--- src/rtl/softstop_pkg.sv ---
// Shared types and default constants for the soft-stop sequencer.
// Optional HOLD dwell is enabled by defining SOFTSTOP_HOLD_EN.
package softstop_pkg;

    typedef enum logic [1:0] {
        IDLE = 2'd0,
        RAMP = 2'd1,
        HOLD = 2'd2,
        OFF  = 2'd3
    } state_e;

    localparam int unsigned CODE_W_DEF   = 8;
    localparam int unsigned STEP_DIV_DEF = 16;
    localparam int unsigned HOLD_CYC_DEF = 64;

    // Counter width able to hold values 0..n-1; never narrower than 1 bit.
    function automatic int unsigned cnt_width(input int unsigned n);
        return (n > 1) ? $clog2(n) : 1;
    endfunction

endpackage

--- src/rtl/softstop_tick.sv ---
// Divide-by-DIV prescaler: while en is high, tick is high on every DIV-th cycle.
// clr restarts the count so the first tick lands DIV cycles after clearing.
module softstop_tick
    import softstop_pkg::*;
#(
    parameter int unsigned DIV = STEP_DIV_DEF
) (
    input  logic clk,
    input  logic rstn,
    input  logic clr,
    input  logic en,
    output logic tick
);

    localparam int unsigned   CW   = cnt_width(DIV);
    localparam logic [CW-1:0] LAST = CW'(DIV - 1);

    logic [CW-1:0] cnt_q;
    logic [CW-1:0] cnt_d;

    // tick does not look at clr, so a caller may derive clr from tick safely.
    always_comb begin
        cnt_d = cnt_q;
        tick  = en && (cnt_q == LAST);
        if (clr) begin
            cnt_d = '0;
        end else if (en) begin
            cnt_d = (cnt_q == LAST) ? '0 : cnt_q + 1'b1;
        end
    end

    always_ff @(posedge clk or negedge rstn) begin
        if (!rstn) begin
            cnt_q <= '0;
        end else begin
            cnt_q <= cnt_d;
        end
    end

endmodule

--- src/rtl/softstop_seq.sv ---
// Soft-stop sequencer: ramps the reference code down to 0, then disables the gate drive.
// Define SOFTSTOP_HOLD_EN to dwell HOLD_CYC cycles at code 0 before turning off.
module softstop_seq
    import softstop_pkg::*;
#(
    parameter int unsigned CODE_W   = CODE_W_DEF,
    parameter int unsigned STEP_DIV = STEP_DIV_DEF,
    parameter int unsigned HOLD_CYC = HOLD_CYC_DEF
) (
    input  logic              clk,
    input  logic              rstn,
    input  logic              CELV,
    input  logic              CELG,
    input  logic              SUB,
    input  logic [CODE_W-1:0] code_in,
    input  logic              run,
    input  logic              stop_req,
    input  logic              fault,
    input  logic              restart,
    output logic [CODE_W-1:0] ramp_code,
    output logic              busy,
    output logic              drv_off,
    output logic              done
);

    state_e            state_q;
    state_e            state_d;
    logic [CODE_W-1:0] code_q;
    logic [CODE_W-1:0] code_d;
    logic              done_q;
    logic              done_d;
    logic [1:0]        rst_sync_q;
    logic [1:0]        rst_sync_d;
    logic              core_en;
    logic              state_chg;
    logic              step_tick;
    logic              unused_pins;

    assign unused_pins = ^{CELV, CELG, SUB};

    // Reset asserts asynchronously but the FSM only starts evaluating two edges after release.
    assign rst_sync_d = {rst_sync_q[0], 1'b1};
    assign core_en    = rst_sync_q[1];
    assign state_chg  = (state_d != state_q);

    softstop_tick #(
        .DIV (STEP_DIV)
    ) u_step_tick (
        .clk  (clk),
        .rstn (rstn),
        .clr  (state_chg),
        .en   (state_q == RAMP),
        .tick (step_tick)
    );

`ifdef SOFTSTOP_HOLD_EN
    localparam state_e ZERO_NEXT = HOLD;

    logic hold_tick;

    softstop_tick #(
        .DIV (HOLD_CYC)
    ) u_hold_tick (
        .clk  (clk),
        .rstn (rstn),
        .clr  (state_chg),
        .en   (state_q == HOLD),
        .tick (hold_tick)
    );
`else
    localparam state_e      ZERO_NEXT       = OFF;
    localparam int unsigned UNUSED_HOLD_CYC = HOLD_CYC;
`endif

    always_comb begin
        state_d = state_q;
        code_d  = code_q;
        done_d  = 1'b0;
        if (core_en) begin
            case (state_q)
                IDLE: begin
                    code_d = code_in;
                    if (fault) begin
                        state_d = OFF;
                    end else if (stop_req && run) begin
                        state_d = RAMP;
                    end
                end
                // stop_req is not consulted here: once started the ramp runs to completion.
                RAMP: begin
                    if (fault) begin
                        state_d = OFF;
                    end else if (code_q == '0) begin
                        state_d = ZERO_NEXT;
                    end else if (step_tick) begin
                        code_d = code_q - 1'b1;
                    end
                end
`ifdef SOFTSTOP_HOLD_EN
                HOLD: begin
                    if (fault || hold_tick) begin
                        state_d = OFF;
                    end
                end
`endif
                default: begin
                    if (restart && !fault) begin
                        state_d = IDLE;
                    end
                end
            endcase
            done_d = (state_d == OFF) && (state_q != OFF);
        end
    end

    always_ff @(posedge clk or negedge rstn) begin
        if (!rstn) begin
            rst_sync_q <= '0;
            state_q    <= OFF;
            code_q     <= '0;
            done_q     <= 1'b0;
        end else begin
            rst_sync_q <= rst_sync_d;
            state_q    <= state_d;
            code_q     <= code_d;
            done_q     <= done_d;
        end
    end

    // Outputs decode straight from state so reset reaches them without a clock.
    always_comb begin
        ramp_code = '0;
        busy      = 1'b0;
        drv_off   = 1'b0;
        case (state_q)
            IDLE: ramp_code = code_in;
            RAMP: begin
                ramp_code = code_q;
                busy      = 1'b1;
            end
`ifdef SOFTSTOP_HOLD_EN
            HOLD: busy = 1'b1;
`endif
            default: drv_off = 1'b1;
        endcase
    end

    assign done = done_q;

endmodule

--- config.mk ---
export PLATFORM = sky130hd
export DESIGN_NAME = softstop_seq
export DESIGN_NICKNAME = d
export VERILOG_FILES = /design/src/rtl/softstop_pkg.sv /design/src/rtl/softstop_tick.sv /design/src/rtl/softstop_seq.sv
export SDC_FILE = /design/constraint.sdc
export NUM_CORES = 1
export LEC_CHECK = 0
export ABC_CLOCK_PERIOD_IN_PS = 2190
export CAP_MARGIN = 20
export CORE_MARGIN = 4
export CORE_UTILIZATION = 45
export CTS_CLUSTER_DIAMETER = 60
export DETAILED_ROUTE_END_ITERATION = 6
export GPL_ROUTABILITY_DRIVEN = 0
export HOLD_SLACK_MARGIN = 0.06
export PLACE_DENSITY_LB_ADDON = 0.3
export SETUP_SLACK_MARGIN = 0.1
export SLEW_MARGIN = 30
export SYNTH_ARGS = -nofsm -noshare
export SYNTH_HDL_FRONTEND = slang
export SYNTH_SLANG_ARGS = --single-unit
--- constraint.sdc ---
create_clock -name clk -period 2.19 [get_ports clk]
set_clock_uncertainty 0.2 [all_clocks]
set_input_delay 0.219 -clock clk [delete_from_list [all_inputs] [get_ports clk]]
set_output_delay 0.219 -clock clk [all_outputs]
set_load 0.01 [all_outputs]
* Word-level counts from Yosys, hierarchy flattened
Cells that the tools add are included.
Storage, ports and cells: flip-flop bits (word level) 17, output and inout port bits 11
Operators by class: $add $sub $neg 2, equality and inequality tests 8, mux-type cells 19, reduce and logical (&&, ||, !) cells 11
Operators with widths (count):
- one-hot mux 8 bit (2 select lines) | 2
- two-way mux 8 bit | 3
- two-way mux 2 bit | 7
- two-way mux 4 bit | 3
- zero test 8 bit | 1
- != test 2 bit, second input constant | 4
- subtractor 8 x 1 -> 8 bit, second input constant | 1
- AND reduction 5 bit | 1
- adder 4 x 1 -> 4 bit, second input constant | 1
- equality test 4 bit, second input constant | 1
- logical AND 1 bit | 4
- one-hot mux 2 bit (2 select lines) | 1
- nonzero test 2 bit | 2
- two-way mux 1 bit | 3
- equality test 2 x 1 -> 1 bit, second input constant | 1
- equality test 2 bit, second input constant | 1
- zero test 2 bit | 1
- != test 2 bit | 1
- OR reduction 2 bit | 1
- zero test 1 bit | 1

* Depth between registers and ports, before layout
Gate-level depths: netlist (run 1).
depth in word-level cells 8, mapped depth 7, mapped depth without buffers 6

* Modules after synthesis
A second synthesis (run 1) with hierarchy kept.
Second synthesis, totals: cells, all modules 127, area total of the unflattened synthesis 1096.1 um2
By module, submodules not included:
- softstop_seq | instances 1, seq. area each 327.8 um2, area an instance 890.9 um2, cells an instance 105
- softstop_tick | instances 1, seq. area each 100.1 um2, area an instance 205.2 um2, cells an instance 22

* Worst setup path before layout (run 1)
No wires, ideal clock.
kind register -> register, start reg code_q[5], end reg code_q[1], setup time 0.079 ns, slack 0.278 ns, path buffers 1, data arrival time 1.633 ns, cell stages (with the launch flop) 6, path through dfrtp_1 > or4_4 > nor3b_4 > or2_1 > buf_6 > mux2i_1
On the way: longest elaborated chain between the ends 3
Ends and longest elaborated chain:
- start: declaration | RTL line softstop_seq.sv:28 | logic [CODE_W-1:0] code_q;
- start signal: assignment | RTL line softstop_seq.sv:125 | code_q <= code_d;
- zero test 8 bit | RTL line softstop_seq.sv:93 | end else if (code_q == '0) begin
- != test 2 bit (no source line)
- AND reduction 5 bit (no source line)
Every way passes these cells. A chain may end at the register's enable or synchronous reset.

* Final worst setup path (run 1)
start reg state_q[0], end out ramp_code[6]
On the way: longest elaborated chain between the ends 2
Ends and longest elaborated chain:
- start: declaration | RTL line softstop_seq.sv:26 | state_e state_q;
- start signal: assignment | RTL line softstop_seq.sv:124 | state_q <= state_d;
- equality test 2 x 1 -> 1 bit or zero test 2 bit (tied branches) | RTL line softstop_seq.sv:135 | case (state_q)
- one-hot mux 8 bit (2 select lines) (*) | RTL line softstop_seq.sv:135
- end: declaration | RTL line softstop_seq.sv:20 | output logic [CODE_W-1:0] ramp_code,
Every way passes the cells marked *; elsewhere a longest branch is shown, timed or not.

==> results by group, run 1 <==
Floorplanning
  – # rows: 17
  – Die outline width: 56.5 µm
  – Initial standard-cell utilization of the core: 47.5%
  – Full die area: 3200 µm²
  – Core area: 2230 µm²
  – Die H: 56.5 µm
  – Top-level I/O count: 28

Synthesis
  – Number of distinct standard cells referenced by the synthesized netlist: 37
  – Top area cells in the synthesized netlist: sky130_fd_sc_hd__dfrtp_1, sky130_fd_sc_hd__mux2i_1, sky130_fd_sc_hd__nor2_1, sky130_fd_sc_hd__a21oi_1, sky130_fd_sc_hd__dfstp_2
  – Library cell occupying the most area in the post-synthesis netlist: sky130_fd_sc_hd__dfrtp_1
  – Number of enable-type register cells in the synthesized netlist: 0
  – Fraction of post-synthesis cell area in the top cell type by area: 35.4%
  – Number of nets produced by synthesis: 144
  – Post-synthesis instance total: 125
  – Average footprint of a synthesized cell: 8.48 µm²
  – Ranking of synthesized cells by instance count: sky130_fd_sc_hd__nor2_1, sky130_fd_sc_hd__dfrtp_1, sky130_fd_sc_hd__nand2_1
  – YS warnings: 0
  – Cell with the most instances after synthesis: sky130_fd_sc_hd__nor2_1
  – Leading register cell type out of synthesis: sky130_fd_sc_hd__dfrtp_1
  – Synth Cell Area: 1060 µm²
  – Post-synthesis sequential area ratio: 40.4%
  – Count of state elements after synthesis: 17
  – Ys async rst share: 100%

CTS
  – Number of CTS-inserted buffers: 3
  – Clock insertion delay at the later pin of the skew report: 0.29 ns
  – Clock tree from TritonCTS: built
  – Clock root buffer: sky130_fd_sc_hd__clkbuf_4
  – # H-tree levels: 1
  – Maximum root-to-sink buffer count: 2
  – Clock-pin transition on the worst setup and hold timing paths: 0.10 ns
  – CTS Sinks: 17

Setup path
  – Slowest cell on the critical path: sky130_fd_sc_hd__dfstp_2
  – Worst Path Max Fanout: 5
  – Required time of the worst setup path: 1.77 ns
  – Cell-by-cell trace of the critical path: buf_4 > buf_6 > mux2i_1 > nor2_1 > dlygate4sd2_1
  – CP Buf/Inv Count: 3
  – Category of the worst setup path capture point: output pin
  – CP peak stage delay: 0.55 ns
  – Data arrival time of the critical path: 1.60 ns
  – Largest delay share family, worst path: flip-flops
  – Nature of the critical path startpoint: flop
  – Category of the most critical setup path: flop to output pin

Power and ir drop
  – Power after layout: 1.35 mW
  – Total power per unit cell area: 937 nW/µm²
  – Worst voltage drop across the vdd grid: 0.665 mV
  – Static leakage: 0.663 nW

STA
  – Crit share post-route: 92.2%
  – Pins over their slew limit: 0
  – Setup repair after global routing missed its margin: true
  – Fmax: 495 MHz
  – Worst Hold Slack: 0.170 ns
  – Final setup slack of the worst path: 0.172 ns
  – Min Tclk post-route: 2.02 ns
  – Hold violation total from the final report: 0
  – Final count of negative-setup-slack endpoints: 0
  – Setup tns final: 0 ns

Layout
  – Post-Layout Cell Count: 188
  – Register Area: 428 µm²
  – Multi-input gate area in the final layout: 591 µm²
  – Post-Layout Inst Area: 1450 µm²
  – Number of fill cells in the layout: 216
  – Diode count: 0
  – Layout cell share with drive strength beyond 1: 15.0%
  – End-of-flow core utilization: 64.8%
  – Area delta synth->final: 36.5%
  – Final net count: 180

Drt
  – Total DRC errors in the routed layout: 0
  – Highest routed layer: met4
  – Vias per Instance: 5.65
  – First DRT Iteration DRCs: 36
  – Wire length the detailed router placed on met1: 1.25 mm
  – Router iterations before antenna repair: 4
  – Length of routed met2 wiring: 1.30 mm
  – Metal3 WL: 147 µm
  – Total number of vias: 1,063
  – Detail Route Antenna Nets: 0
  – Drt wl/cell: 14.4 µm
  – Total detailed-routing wirelength: 2.71 mm

Min path
  – Path class of the lowest-slack min-delay path: flop to flop

GRT
  – Maximum number of pins on one net before global-route repair: 19
  – Via count of the first global-routing pass: 1,125
  – Global-route wire length before repair: 4.98 mm
  – Overflow after GRT: 0
  – Overall fraction of global-route tracks in use: 19.1%
  – Number of antenna violations at the first check in global routing: 0

Outcome
  – Outcome: completed

Placement
  – I/O Buffers: 24
  – Half-perimeter wire length after placement: 2.02 mm
  – Worst setup timing slack at the placement stage: 0.129 ns
  – Placed cells: 182
  – Post-Place Cell Area: 1390 µm²

Flow run
  – Max-cap violations: 0
-- cells in the final DEF (no fill, tap or decap), types with 6 or more instances in the layout --
cell type / instances
sky130_fd_sc_hd__nor2_1: 16
sky130_fd_sc_hd__dfrtp_1: 15
sky130_fd_sc_hd__clkdlybuf4s50_1: 15
sky130_fd_sc_hd__nand2_1: 12
sky130_fd_sc_hd__a21oi_1: 11
sky130_fd_sc_hd__o21ai_0: 10
sky130_fd_sc_hd__buf_4: 10
sky130_fd_sc_hd__mux2i_1: 9
sky130_fd_sc_hd__dlygate4sd2_1: 7
sky130_fd_sc_hd__inv_1: 6
-- area by class of cell --
| type | instances | share of cell area (%) |
|---|---|---|
| Clock buffer | 3 | 1.56 |
| Multi-Input combinational cell | 95 | 40.8 |
| Clock inverter | 1 | 0.346 |
| Inverter | 7 | 1.82 |
| Tap cell | 28 | 2.42 |
| Sequential cell | 17 | 29.6 |
| Timing Repair Buffer | 37 | 23.4 |
-- path summary, 6_finish.rpt --
| check | start | end | slack [ns] | depth (start not counted) |
|---|---|---|---|---|
| worst max-delay path | state_q[0]$_DFF_PN1_ | ramp_code[6] | 0.17 | 5 |
| worst min-delay path | rst_sync_q[0]$_DFF_PN0_ | rst_sync_q[1]$_DFF_PN0_ | 0.17 | 0 |
| worst max register to register | code_q[1]$_DFFE_PN0P_ | u_step_tick.cnt_q[3]$_DFFE_PN0P_ | 0.19 | 7 |
| worst min register to register | rst_sync_q[0]$_DFF_PN0_ | rst_sync_q[1]$_DFF_PN0_ | 0.17 | 0 |
| max in group asynchronous | rstn | state_q[0]$_DFF_PN1_ | 0.94 | 3 |
| min in group asynchronous | rstn | code_q[1]$_DFFE_PN0P_ | 0.59 | 3 |
-- report_power, final --
group          leakage (nW)  switching, mW  internal, mW
registers             0.210          0.110         0.418
logic                 0.435          0.341         0.316
clock network        0.0177          0.102        0.0677
total                 0.663          0.553         0.802
-- per-layer routing --
layer,up-vias,track usage [%]
met3,2,3.22
met5,-,0
met4,0,5.08
met1,514,26.1
met2,25,31.0
li1,522,-
-- flip-flops by register name, summed over array words and instances (netlist names) --
| signal | flops |
|---|---|
| u_step_tick.cnt_q | 4 |
| done | 1 |
| code_q | 8 |
| rst_sync_q | 2 |
| state_q | 2 |
-- worst reg2reg max path: cells and delay by family (launching register included) --
kind | cells | cell delay (ns)
AOI/OAI and AO/OA | 2 | 0.48
DFF | 1 | 0.41
and+or+nand+nor | 2 | 0.40
buffers and inverters | 2 | 0.23
adders and majority gates | 1 | 0.20
-- cell families (layout without fill, tap and decap cells) --
| logic type | count (synthesis) | in the layout | share of synthesized area [%] |
|---|---|---|---|
| and+or+nand+nor | 47 | 47 | 22.7 |
| adders and majority gates | 2 | 2 | 2.36 |
| buffers and inverters | 13 | 48 | 5.43 |
| other | 1 | 1 | 0.354 |
| xor gates and xnor gates | 1 | 1 | 0.827 |
| AOI/OAI and AO/OA | 35 | 35 | 19.5 |
| muxes | 9 | 9 | 8.50 |
| DFF | 17 | 17 | 40.4 |
-- timing repair --
| item | CTS | global route |
|---|---|---|
| endpoints found under the hold margin | 15 | 0 |
| setup buffers | 1 | 0 |
| gates resized for setup | 10 | 6 |
| gates cloned | 0 | 0 |
| hold buffers | 1 | 0 |
| endpoints found under the setup margin | 9 | 13 |
(Power assumes the default switching activity.)
==> inputs of run 2 (changes only) <==
--- a/config.mk
+++ b/config.mk
@@ -7,7 +7,7 @@
 export LEC_CHECK = 0
 export ABC_CLOCK_PERIOD_IN_PS = 2190
 export CAP_MARGIN = 20
-export CORE_MARGIN = 4
+export CORE_ASPECT_RATIO = 1.2
 export CORE_UTILIZATION = 45
 export CTS_CLUSTER_DIAMETER = 60
 export DETAILED_ROUTE_END_ITERATION = 6
==> run 2 against run 1 <==
  * Core utilization is 3.7 points higher
  * Combinational power is 0.9% higher
  * Sequential cell count stayed put
  * Final area is 1.3% higher
  * Worst hold slack worse by 0.013 ns
  * Critical path depth stayed put
  * Power is 0.66% higher
  * Highest routed layer unchanged
==> results by group, run 2 (same netlist as run 1, synthesis figures left out) <==
Outcome
  – Outcome: completed

Drt
  – Total detailed-routing wirelength: 2.56 mm (-5.6%)
  – Length of routed met2 wiring: 1.21 mm (-7.2%)
  – Drt wl/cell: 13.3 µm (-7.5%)
  – Highest routed layer: met4
  – Total DRC errors in the routed layout: 0 (unchanged)
  – Vias per Instance: 5.60 (-0.89%)
  – Total number of vias: 1,076 (+1.2%)
  – Router iterations before antenna repair: 4 (unchanged)
  – Metal3 WL: 204 µm (+39%)
  – First DRT Iteration DRCs: 24 (-33%)
  – Wire length the detailed router placed on met1: 1.12 mm (-9.9%)
  – Detail Route Antenna Nets: 0 (unchanged)

Min path
  – Hold path depth: 0 (unchanged)
  – Endpoint of the worst hold path: rst_sync_q[1]$_DFF_PN0_
  – Path class of the lowest-slack min-delay path: flop to flop
  – Start point of the worst hold path: rst_sync_q[0]$_DFF_PN0_

Setup path
  – Data arrival time of the critical path: 1.61 ns (about the same)
  – Category of the most critical setup path: flop to output pin
  – Worst Path Max Fanout: 4 (-1)
  – Cell depth of the worst flop-to-flop path: 7 (unchanged)
  – Category of the worst setup path capture point: output pin
  – Register-to-Register Setup Slack: 0.19 ns (about the same)
  – Reg-to-Reg End: u_step_tick.cnt_q[1]$_DFFE_PN0P_
  – Nature of the critical path startpoint: flop
  – Required time of the worst setup path: 1.77 ns (about the same)
  – Startpoint of the worst register-to-register path: code_q[0]$_DFFE_PN0P_

CTS
  – Number of CTS-inserted buffers: 3 (unchanged)
  – Clock insertion delay at the later pin of the skew report: 0.29 ns (about the same)
  – # H-tree levels: 1 (unchanged)
  – Clock root buffer: sky130_fd_sc_hd__clkbuf_4
  – Clock tree from TritonCTS: built
  – Clock-pin transition on the worst setup and hold timing paths: 0.10 ns (about the same)
  – CTS Sinks: 17 (unchanged)
  – Maximum root-to-sink buffer count: 2 (unchanged)

Floorplanning
  – Core area: 2140 µm² (-4.2%)
  – Initial standard-cell utilization of the core: 49.5% (+2.1 points)
  – Top-level I/O count: 28 (unchanged)
  – Full die area: 2550 µm² (-20%)
  – # rows: 18 (+1)
  – Die H: 55.2 µm (-2.4%)
  – Die outline width: 46.3 µm (-18%)

Power and ir drop
  – Static leakage: 0.704 nW (+6.2%)
  – Sequential Power Share: 38.7% (-0.3 points)
  – Internal Dissipation: 810 µW (+0.99%)
  – Total power per unit cell area: 931 nW/µm² (-0.63%)
  – Worst voltage drop across the vdd grid: 0.657 mV (-1.2%)
  – Switching power: 554 µW (+0.19%)
  – Proportion of power drawn by the clock network: 12.7% (+0.2 points)
  – Proportion of total power due to net switching: 40.6% (-0.19 points)
  – Logic pwr share: 48.5% (about the same)

STA
  – Setup repair after global routing missed its margin: true
  – Setup tns final: 0 ns (unchanged)
  – Hold violation total from the final report: 0 (unchanged)
  – Crit share post-route: 92.7% (+0.55 points)
  – Pins over their slew limit: 0 (unchanged)
  – Fmax: 492 MHz (-0.60%)
  – Final count of negative-setup-slack endpoints: 0 (unchanged)
  – Min Tclk post-route: 2.03 ns (+0.0121 ns)
  – Worst Hold Slack: 0.157 ns (-0.0129 ns)

Layout
  – Number of fill cells in the layout: 171 (-21%)
  – Max reg flops: 8 (unchanged)
  – Area delta synth->final: 38.3%
  – Most frequent standard cell in the layout excluding fill and tap cells: sky130_fd_sc_hd__nor2_1
  – Biggest registers after layout: code_q (8), u_step_tick.cnt_q (4)
  – Final net count: 182 (+1.1%)
  – Layout cell share with drive strength beyond 1: 15.4% (+0.43 points)
  – Register with the most flip-flops: code_q
  – Diode count: 0 (unchanged)
  – Post-Layout Cell Count: 192 (+2.1%)
  – End-of-flow core utilization: 68.5% (+3.7 points)
  – Commonest cells after routing, fill and taps aside: sky130_fd_sc_hd__nor2_1, sky130_fd_sc_hd__dfrtp_1, sky130_fd_sc_hd__clkdlybuf4s50_1

Placement
  – Half-perimeter wire length after placement: 1.80 mm (-11%)
  – I/O Buffers: 24 (unchanged)
  – Placed cells: 185 (+1.6%)

GRT
  – Number of antenna violations at the first check in global routing: 0 (unchanged)
  – Overflow after GRT: 0 (unchanged)
  – Global-route wire length before repair: 3.97 mm (-20%)
  – Overall fraction of global-route tracks in use: 22.1% (+3.0 points)
  – Maximum number of pins on one net before global-route repair: 19 (unchanged)
  – Via count of the first global-routing pass: 938 (-17%)

Flow run
  – Max-cap violations: 0 (unchanged)
## run 2: cell types whose count changed in the layout (fill, tap and decap cells not counted)
cell | previous run | this run
sky130_fd_sc_hd__or2_1 | 0 | 1
sky130_fd_sc_hd__or2_4 | 1 | 0
sky130_fd_sc_hd__clkinvlp_4 | 0 | 1
sky130_fd_sc_hd__buf_6 | 2 | 0
sky130_fd_sc_hd__dlygate4sd2_1 | 7 | 6
sky130_fd_sc_hd__clkdlybuf4s15_1 | 2 | 0
sky130_fd_sc_hd__clkinv_2 | 1 | 0
sky130_fd_sc_hd__dlymetal6s2s_1 | 0 | 3
sky130_fd_sc_hd__buf_4 | 10 | 14
## run 2: stage by stage
stage | setup slack [ns] | total power, mW | area, µm²
after floorplan | 0.278 | 0.907 | 1060
after global placement | 0.204 | 1.15 | 1400
after detailed placement | 0.133 | 1.17 | 1400
after CTS | 0.00908 | 1.34 | 1440
after global routing | 0.0639 | 1.46 | 1470
final | 0.159 | 1.36 | 1470
## run 2: critical path, stage by stage (launching register included)
cell	delay [ns]
sky130_fd_sc_hd__dfstp_2	0.58
sky130_fd_sc_hd__buf_4	0.12
sky130_fd_sc_hd__buf_4	0.12
sky130_fd_sc_hd__mux2i_1	0.18
sky130_fd_sc_hd__nor2_1	0.05
sky130_fd_sc_hd__dlygate4sd2_1	0.28
## run 2: repair_timing
item / 4_1_cts / 5_1_grt
hold endpoints to repair: 15 / 0
resized for setup: 6 / 5
endpoints found under the setup margin: 8 / 10
setup buffers: 1 / 1
hold buffers: 1 / 0
## run 2: power by group through the flow
stage          clock network (mW)  registers [mW]  logic [mW]
2_1_floorplan                   0           0.520       0.387
3_3_place_gp                    0           0.529       0.618
3_5_place_dp                    0           0.537       0.634
4_1_cts                     0.180           0.527       0.636
5_1_grt                     0.192           0.542       0.731
6_report                    0.174           0.528       0.662
## run 2: worst max-delay path by stage
stage                                     start                                to  slack [ns]
after floorplan           code_q[5]$_DFFE_PN0P_             code_q[1]$_DFFE_PN0P_        0.28
after global placement    code_q[0]$_DFFE_PN0P_  u_step_tick.cnt_q[1]$_DFFE_PN0P_        0.20
after detailed placement  code_q[0]$_DFFE_PN0P_  u_step_tick.cnt_q[3]$_DFFE_PN0P_        0.13
after CTS                  state_q[0]$_DFF_PN1_                      ramp_code[5]       0.009
after global routing       state_q[0]$_DFF_PN1_                      ramp_code[2]        0.06
final                      state_q[0]$_DFF_PN1_                      ramp_code[1]        0.16
## run 2: cell type report
cell class,instances,area [µm²],share of cell area [%]
multi-input combinational,95,588,40.1
sequential,17,428,29.2
timing repair buffer,39,355,24.3
tap,30,37.5,2.56
inverter,7,26.3,1.79
clock buffer,3,22.5,1.54
clock inverter,1,7.51,0.512
## run 2: metal layers
metal	GRT usage [%]	up-vias
li1	-	518
met5	0	-
met2	34.5	60
met1	28.9	494
met4	10.8	0
met3	4.22	4
==> RTL edit, RTL diff (config.mk and constraints of run 2) <==
The option `SOFTSTOP_HOLD_EN` is turned on by a define.
--- a/src/rtl/softstop_seq.sv
+++ b/src/rtl/softstop_seq.sv
@@ -1,4 +1,6 @@
 // Soft-stop sequencer: ramps the reference code down to 0, then disables the gate drive.
 // Define SOFTSTOP_HOLD_EN to dwell HOLD_CYC cycles at code 0 before turning off.
+`define SOFTSTOP_HOLD_EN
+
 module softstop_seq
     import softstop_pkg::*;
Behaviour: not the same (Yosys sat finds a counterexample within 10 cycles, from zero or initial values and one cycle with rstn low).
==> RTL edit against run 2 <==
The flow now finishes with violations (negative setup slack). Final area rose by 57%. Sequential power rose by 28%. Wire length rose by 78%. Power rose by 110%. Register-to-register slack got worse by 0.25 ns. Global-route usage rose by 2.7 points. Worst setup slack got worse by 0.22 ns. Sequential cell count rose by 6. Utilization rose by 0.22 points. Area after synthesis rose by 49%. Critical endpoint is now code_q[7]. Largest power group unchanged.
==> RTL edit: results (changes against run 2) <==
run status = complete, but fails checks
violations in the final reports = negative setup slack
Slew headroom = 66.5%
crit path DAT = 2.22 ns (+0.61 ns)
Non-clock inverters = 9 (+2)
ys flop type = dfrtp_1
initial antenna violation count = 0 (unchanged)
clkbuf count = 3 (unchanged)
Post-CTS Setup Bufs = 5 (+4)
vias in the first global route = 1675 (+79%)
via count = 1615 (+50%)
metal2 WL = 2610 um (+120%)
sequential cell count = 23 (+6)
GRT met3 Usage = 3.30% (-0.92 points)
Post-Syn Area per Cell = 9.03 um^2 (+6.5%)
final setup vio count = 4 (+4)
Cell Int Power = 1.59 mW (+96%)
layout cell share with drive strength beyond 1 = 36.7% (+21 points)
Fin. Hold Viols = 0 (unchanged)
clock network fraction of total power = 9.9% (-2.8 points)
dpl ws = -0.0892 ns (-0.222 ns)
Non-Filler Instances = 274 (+43%)
Total Neg Setup Slack = -0.116 ns (-0.116 ns)
GRT Total Usage = 24.8% (+2.7 points)
CP Capture Point = code_q[7]
multi-input logic cell count = 138 (+45%)
top cells by area, synth = dfrtp_1, ha_1, nand2_1, nor3_1, o21ai_0
worst skew pair latency = 0.27 ns (-0.02 ns)
min-delay worst type = input pin to asynchronous set/reset pin
delay-heaviest family, CP = buffers and inverters
biggest regs = code_q (8), u_hold_tick.cnt_q (6), u_step_tick.cnt_q (4)
worst setup margin = -0.0620 ns (-0.221 ns)
clk cell area share = 2.02% (-0.031 points)
CTS resizes = 46 (+40)
fraction of area in multi-input gates = 46.4% (+6.2 points)
CP Max Fanout = 6 (+2)
largest net degree at the start of global routing = 24 (+5)
top cells by count, synth = dfrtp_1, nand2_1, nor3_1
Crit-path slowest cell = dfstp_2
hold_ws = 0.0854 ns (-0.0720 ns)
Design Area, Final = 2290 um^2 (+57%)
met1 Resource Use GR = 24.6% (-4.3 points)
DP HPWL = 3090 um (+72%)
Root Buffer = clkbuf_8
DP Cell Count = 259 (+40%)
VDD IR max = 0.000850 V (+29%)
met2 Use GR = 49.6% (+15 points)
row cnt = 23 (+5)
M1 WL = 1690 um (+51%)
syn nets = 200 (+39%)
metal3 WL = 141 um (-31%)
Netlist cell types = 48 (+30%)
sequential power share = 24.0% (-15 points)
Reg area = 578 um^2 (+35%)
Lkg Pwr = 1.01 nW (+43%)
CP Capture Type = flop
first-pass GRT wire length = 7260 um (+83%)
Post-DP Area = 2070 um^2 (+48%)
clk pwr = 0.278 mW (+60%)
## RTL edit: cell types whose count changed after synthesis, sizes merged, moves of 3 or more
| cell | before | now |
|---|---|---|
| mux2i | 9 | 3 |
| a21oi | 11 | 8 |
| a22o | 0 | 5 |
| o211ai | 0 | 3 |
| nor2 | 16 | 9 |
| o31ai | 0 | 3 |
| nor3 | 4 | 15 |
| inv | 6 | 9 |
| a21o | 0 | 3 |
| dfrtp | 15 | 21 |
| ha | 2 | 8 |
| nand2 | 12 | 20 |
| o31a | 0 | 3 |
## RTL edit: logic make-up (layout without fill, tap and decap cells)
family | count (synthesis) | count (layout) | share of synthesized area [%]
DFF | 23 | 23 | 36.6
AOI/OAI and AO/OA | 53 | 54 | 25.7
xor gates and xnor gates | 3 | 3 | 1.66
buffers and inverters | 15 | 76 | 5.46
muxes | 3 | 3 | 1.90
and+or+nand+nor | 69 | 69 | 22.2
other | 1 | 1 | 0.237
adders and majority gates | 8 | 8 | 6.33
